### config.mk
export PLATFORM = sky130hd
export DESIGN_NAME = uart_tx_scheduler
export DESIGN_NICKNAME = d
export VERILOG_FILES = /design/src/rtl/uart_tx_scheduler.sv
export SDC_FILE = /design/constraint.sdc
export NUM_CORES = 1
export LEC_CHECK = 0
export ABC_CLOCK_PERIOD_IN_PS = 2270
export CELL_PAD_IN_SITES_DETAIL_PLACEMENT = 1
export CELL_PAD_IN_SITES_GLOBAL_PLACEMENT = 1
export CORE_MARGIN = 8
export CORE_UTILIZATION = 43
export CTS_BUF_LIST = sky130_fd_sc_hd__clkbuf_4 sky130_fd_sc_hd__clkbuf_8
export DETAILED_ROUTE_END_ITERATION = 8
export PLACE_DENSITY = 0.82
export SLEW_MARGIN = 20
export SYNTH_ARGS = -nofsm -noshare
export SYNTH_HDL_FRONTEND = slang
export SYNTH_SLANG_ARGS = --single-unit
### constraint.sdc
create_clock -name clk -period 2.27 [get_ports clk]
set_clock_uncertainty 0.1 [all_clocks]
set_input_delay 0.454 -clock clk [delete_from_list [all_inputs] [get_ports clk]]
set_output_delay 0.454 -clock clk [all_outputs]
set_load 0.005 [all_outputs]
### src/rtl/uart_tx_scheduler.sv
// Purpose : round-robin reporter of demod level changes as status bytes to one shared UART transmitter.
// Latency : demod change visible after 2 sync cycles; byte issued on the next rate tick (tx_start registered).
// Backpr. : busy gates issue; busy must rise within BUSY_TO cycles or the change is re-armed and to_err pulses.
//
// Ports:
//   clk      system clock
//   rst      synchronous active-high reset
//   demod    asynchronous demodulator levels, one bit per channel
//   busy     transmitter busy, high while a byte is shifted out
//   tx_start one-cycle load request to the transmitter
//   tx_data  status byte {channel[3:0], 3'b000, level}, held until the next grant
//   to_err   one-cycle pulse when busy fails to rise after tx_start
//   rr_ptr   round-robin search start channel (debug)

module uart_tx_scheduler #(
  parameter int NUM_CH   = 2,
  parameter int TICK_DIV = 5000,
  parameter int BUSY_TO  = 16
) (
  input  logic              clk,
  input  logic              rst,
  input  logic [NUM_CH-1:0] demod,
  input  logic              busy,
  output logic              tx_start,
  output logic [7:0]        tx_data,
  output logic              to_err,
  output logic [3:0]        rr_ptr
);

  localparam int TW = (TICK_DIV > 1) ? $clog2(TICK_DIV) : 1;
  localparam int OW = $clog2(BUSY_TO + 1);
  localparam int IW = (NUM_CH > 1) ? $clog2(NUM_CH) : 1;

  localparam logic [TW-1:0] TICK_MAX = TW'(TICK_DIV - 1);
  localparam logic [OW-1:0] TO_MAX   = OW'(BUSY_TO - 1);

  typedef enum logic [1:0] {
    IDLE,
    WAIT_BUSY,
    WAIT_DONE
  } state_t;

  state_t            state_q, state_d;
  logic [TW-1:0]     tick_cnt_q, tick_cnt_d;
  logic [NUM_CH-1:0] s1_q, s2_q;
  logic [NUM_CH-1:0] mem_q, mem_d;
  logic              prev_q, prev_d;
  logic [IW-1:0]     gnt_q, gnt_d;
  logic [OW-1:0]     to_cnt_q, to_cnt_d;
  logic [3:0]        rr_q, rr_d;
  logic              tx_start_q, tx_start_d;
  logic [7:0]        tx_data_q, tx_data_d;
  logic              to_err_q, to_err_d;

  logic              tick;
  logic [NUM_CH-1:0] pending;
  logic              gnt_vld;
  logic [IW-1:0]     gnt_idx;
  logic [IW-1:0]     srch_idx;

  assign tick       = (tick_cnt_q == TICK_MAX);
  assign tick_cnt_d = tick ? '0 : tick_cnt_q + 1'b1;

  // A change is pending only while the synchronized level differs from the
  // last reported one, so a glitch that reverts before service is dropped.
  assign pending = s2_q ^ mem_q;

  // First pending channel starting at rr_q, wrapping modulo NUM_CH.
  always_comb begin
    gnt_vld  = 1'b0;
    gnt_idx  = '0;
    srch_idx = '0;
    for (int k = 0; k < NUM_CH; k++) begin
      srch_idx = IW'((int'(rr_q) + k) % NUM_CH);
      if (!gnt_vld && pending[srch_idx]) begin
        gnt_vld = 1'b1;
        gnt_idx = srch_idx;
      end
    end
  end

  always_comb begin
    state_d    = state_q;
    mem_d      = mem_q;
    prev_d     = prev_q;
    gnt_d      = gnt_q;
    to_cnt_d   = to_cnt_q;
    rr_d       = rr_q;
    tx_start_d = 1'b0;
    tx_data_d  = tx_data_q;
    to_err_d   = 1'b0;

    case (state_q)
      IDLE: begin
        // gnt_vld already implies at least one channel is pending.
        if (tick && gnt_vld && !busy) begin
          tx_start_d     = 1'b1;
          tx_data_d      = {4'(gnt_idx), 3'b000, s2_q[gnt_idx]};
          mem_d[gnt_idx] = s2_q[gnt_idx];
          prev_d         = mem_q[gnt_idx];
          gnt_d          = gnt_idx;
          rr_d           = 4'((int'(gnt_idx) + 1) % NUM_CH);
          to_cnt_d       = '0;
          state_d        = WAIT_BUSY;
        end
      end

      WAIT_BUSY: begin
        if (busy) begin
          state_d = WAIT_DONE;
        end else if (to_cnt_q == TO_MAX) begin
          // Transmitter never took the byte: restore the old reported level
          // so the change is pending again; rr_q keeps its advanced value.
          mem_d[gnt_q] = prev_q;
          to_err_d     = 1'b1;
          state_d      = IDLE;
        end else begin
          to_cnt_d = to_cnt_q + 1'b1;
        end
      end

      WAIT_DONE: begin
        if (!busy) begin
          state_d = IDLE;
        end
      end

      default: begin
        state_d = IDLE;
      end
    endcase
  end

  always_ff @(posedge clk) begin
    if (rst) begin
      state_q    <= IDLE;
      tick_cnt_q <= '0;
      s1_q       <= '0;
      s2_q       <= '0;
      mem_q      <= '0;
      prev_q     <= 1'b0;
      gnt_q      <= '0;
      to_cnt_q   <= '0;
      rr_q       <= '0;
      tx_start_q <= 1'b0;
      tx_data_q  <= 8'h00;
      to_err_q   <= 1'b0;
    end else begin
      state_q    <= state_d;
      tick_cnt_q <= tick_cnt_d;
      s1_q       <= demod;
      s2_q       <= s1_q;
      mem_q      <= mem_d;
      prev_q     <= prev_d;
      gnt_q      <= gnt_d;
      to_cnt_q   <= to_cnt_d;
      rr_q       <= rr_d;
      tx_start_q <= tx_start_d;
      tx_data_q  <= tx_data_d;
      to_err_q   <= to_err_d;
    end
  end

  assign tx_start = tx_start_q;
  assign tx_data  = tx_data_q;
  assign to_err   = to_err_q;
  assign rr_ptr   = rr_q;

endmodule

==> results.cfg <==
[global_route]
grt_pass1_vias = 1184
grt_max_degree = 14
grt_pass1_wl_um = 5490
track_usage_pct = 12.9
antenna_found_initial = 0
gr-total-overflow = 0

[floorplan]
dieWidth_um = 74.7
io_pins = 19
std_cell_rows = 21
die_y_um = 74.7
core-area_um2 = 3310
dieArea_um2 = 5580
start_util_pct = 44.7

[route]
wl_per_cell_um = 14.3
ant_nets = 0
viasPerCell = 5.14
vias = 1142
drt_iter0_drc = 25
wl_um = 3170
drt_first_pass_iters = 4
drc = 0

[synthesis]
synthCells = 164
ys_warn_count = 0
ys_seq_area_share_pct = 43.2
ys_seq_elements = 32
ys_types = 41
synthFlopType = dfxtp_1
synth_area_um2 = 1480
async_flop_share_pct = 0
synth_edf_count = 0
syn_avg_cell_area_um2 = 9.03

[finish]
drive_above_1_share_pct = 10.2
diodes = 0
utilization_pct = 49.9
nFillCells = 419
area_delta_synth_final_pct = 11.6
layoutNonFillerInstCount = 222
num-nets-final = 183
regArea_um2 = 641
multi_input_area_um2 = 758

[power_and_ir_drop]
finalPower_mw = 1.04
power_density_nw_per_um2 = 631
power_leakage_nw = 0.646
vdd_drop_max_v = 0.000538

[worst_setup_path]
arrival_ns = 2.00
r2r_start = to_cnt_q[0]
critPathKind = flip-flop to flip-flop
cp-start-kind = flip-flop
timing.rr.end = to_cnt_q[4]
critical-path-max-stage-delay_ns = 0.47
crit_path_frequent_cell = ha_1
end_kind = flip-flop
reg2regPathDepth = 6
critPathSlowestCell = or3_1
crit_chain = ha_1 > and3_1 > ha_1 > or3_1 > a31oi_1 > nor2_1
cp_data_required_time_ns = 2.37
worst-r2r-setup-slack_ns = 0.37
worst-path-max-fanout = 5

[worst_hold_path]
hold_class = flip-flop to flip-flop
hp-start = s1_q[0]
min_path_cells = 1
min_to = s2_q[0]

[clock_tree]
path_clk_slew_ns = 0.10
post-cts-setup-buffer-count = 0
cts_buffers = 5
cts.path.max_buffers = 2
root_buffer = clkbuf_4
h-tree-depth = 2
cts_resized = 0
cts_tree = yes
clock_latency_ns = 0.33
cts_sinks = 32
cts_hold_buffers = 0

[timing]
setup_violations = 0
rsz0062_at_grt = false
hold_viol = 0
max_freq_mhz = 526
final_max_slew_viol_count = 0
period_share_pct = 83.7
min_period_ns = 1.90
tightest_slew_ns = 0.536
relSlewSlack_pct = 64.1
tns_ns = 0

[place]
gp_congestion = 0.944
port_buffers = 9
placedCellCount = 214
dp_hpwl_um = 2440

[run_status]
status = finished clean

[flow_run]
drv_cap = 0
[metrics by stage]
step / cell area, um^2 / hold WS [ns] / worst slack (ns)
final: 1650 / 0.353 / 0.370
after global routing: 1650 / 0.378 / 0.162
after CTS: 1650 / 0.358 / 0.351
after detailed placement: 1570 / 0.337 / 0.103
after global placement: 1570 / 0.325 / 0.226
after floorplan: 1510 / 0.314 / 0.510
[cells in the mapped netlist (all sizes together) (4+ instances only)]
library cell | number | area (um^2)
dfxtp | 32 | 641
nor2 | 22 | 82.6
buf | 14 | 93.8
nand2 | 12 | 45.0
xor2 | 11 | 111
a21oi | 10 | 50.1
nor3 | 7 | 40.0
inv | 5 | 18.8
nand3 | 5 | 25.0
nor2b | 5 | 31.3
nand2b | 4 | 27.5
[critical path: cells and delay by family, from the launching register on]
kind,cells,cell delay [ns]
AOI/OAI and AO/OA,1,0.19
and+or+nand+nor,3,0.70
DFF,1,0.35
adders and majority gates,2,0.43
[sequential cells by signal, indices dropped and copies added (netlist names)]
| register | flops |
|---|---|
| s1_q | 2 |
| to_cnt_q | 5 |
| tx_start | 1 |
| s2_q | 2 |
| tx_data | 1 |
| mem_q | 2 |
| prev_q | 1 |
| to_err | 1 |
| tick_cnt_q | 13 |
| state_q | 2 |
| gnt_q | 1 |
| rr_ptr | 1 |
[per-layer routing]
layer / vias to the layer above / GRT usage [%] / share of wire, %
met5: - / 0 / 0
met1: 552 / 14.8 / 44
li1: 565 / - / -
met3: 5 / 4.53 / 5.8
met4: 0 / 5.87 / 1.7
met2: 20 / 20.9 / 49
[area by class of cell]
| type | count | share of cell area [%] |
|---|---|---|
| Clock buffer | 5 | 2.27 |
| Clock inverter | 3 | 2.57 |
| Inverter | 5 | 1.14 |
| Multi-Input combinational cell | 121 | 45.9 |
| Sequential cell | 32 | 38.8 |
| Tap cell | 46 | 3.48 |
| Timing Repair Buffer | 10 | 5.90 |
[worst max path at each step]
stage | to | slack, ns | from
5_1_grt | to_cnt_q[3] | 0.16 | to_cnt_q[0]
3_5_place_dp | mem_q[1] | 0.10 | busy
6_report | to_cnt_q[4] | 0.37 | to_cnt_q[0]
4_1_cts | to_cnt_q[3] | 0.35 | to_cnt_q[0]
3_3_place_gp | mem_q[0] | 0.23 | busy
2_1_floorplan | to_cnt_q[4] | 0.51 | to_cnt_q[0]
[placed cells by master, fill, tap and decap left out, types with 5 or more instances in the layout]
cell type | synthesis | layout
a21oi_1 | 10 | 10
clkbuf_4 | 0 | 5
clkdlybuf4s50_1 | 0 | 9
conb_1 | 1 | 9
dfxtp_1 | 32 | 32
inv_1 | 5 | 5
nand2_1 | 12 | 12
nand3_1 | 5 | 5
nor2_1 | 22 | 22
nor2b_1 | 5 | 5
nor3_1 | 6 | 6
xor2_1 | 9 | 9
[logic make-up (layout without fill, tap and decap cells)]
logic type,Yosys count,count (layout),synth area share (%)
AO/OA/AOI/OAI,26,26,12.8
XOR/XNOR,14,14,9.29
adder cells (fa/ha/maj),3,3,2.53
buffers and inverters,19,23,7.60
flip-flops,32,32,43.2
other,1,9,0.253
AND/OR/NAND/NOR,69,69,24.3
[report_power, final]
group / leakage, nW / total [mW] / internal (mW) / switching [mW]
combinational: 0.345 / 0.0454 / 0.0179 / 0.0274
clock: 0.0412 / 0.423 / 0.230 / 0.194
sequential: 0.259 / 0.575 / 0.569 / 0.00560
total: 0.646 / 1.04 / 0.816 / 0.227
(Power assumes the default switching activity.)
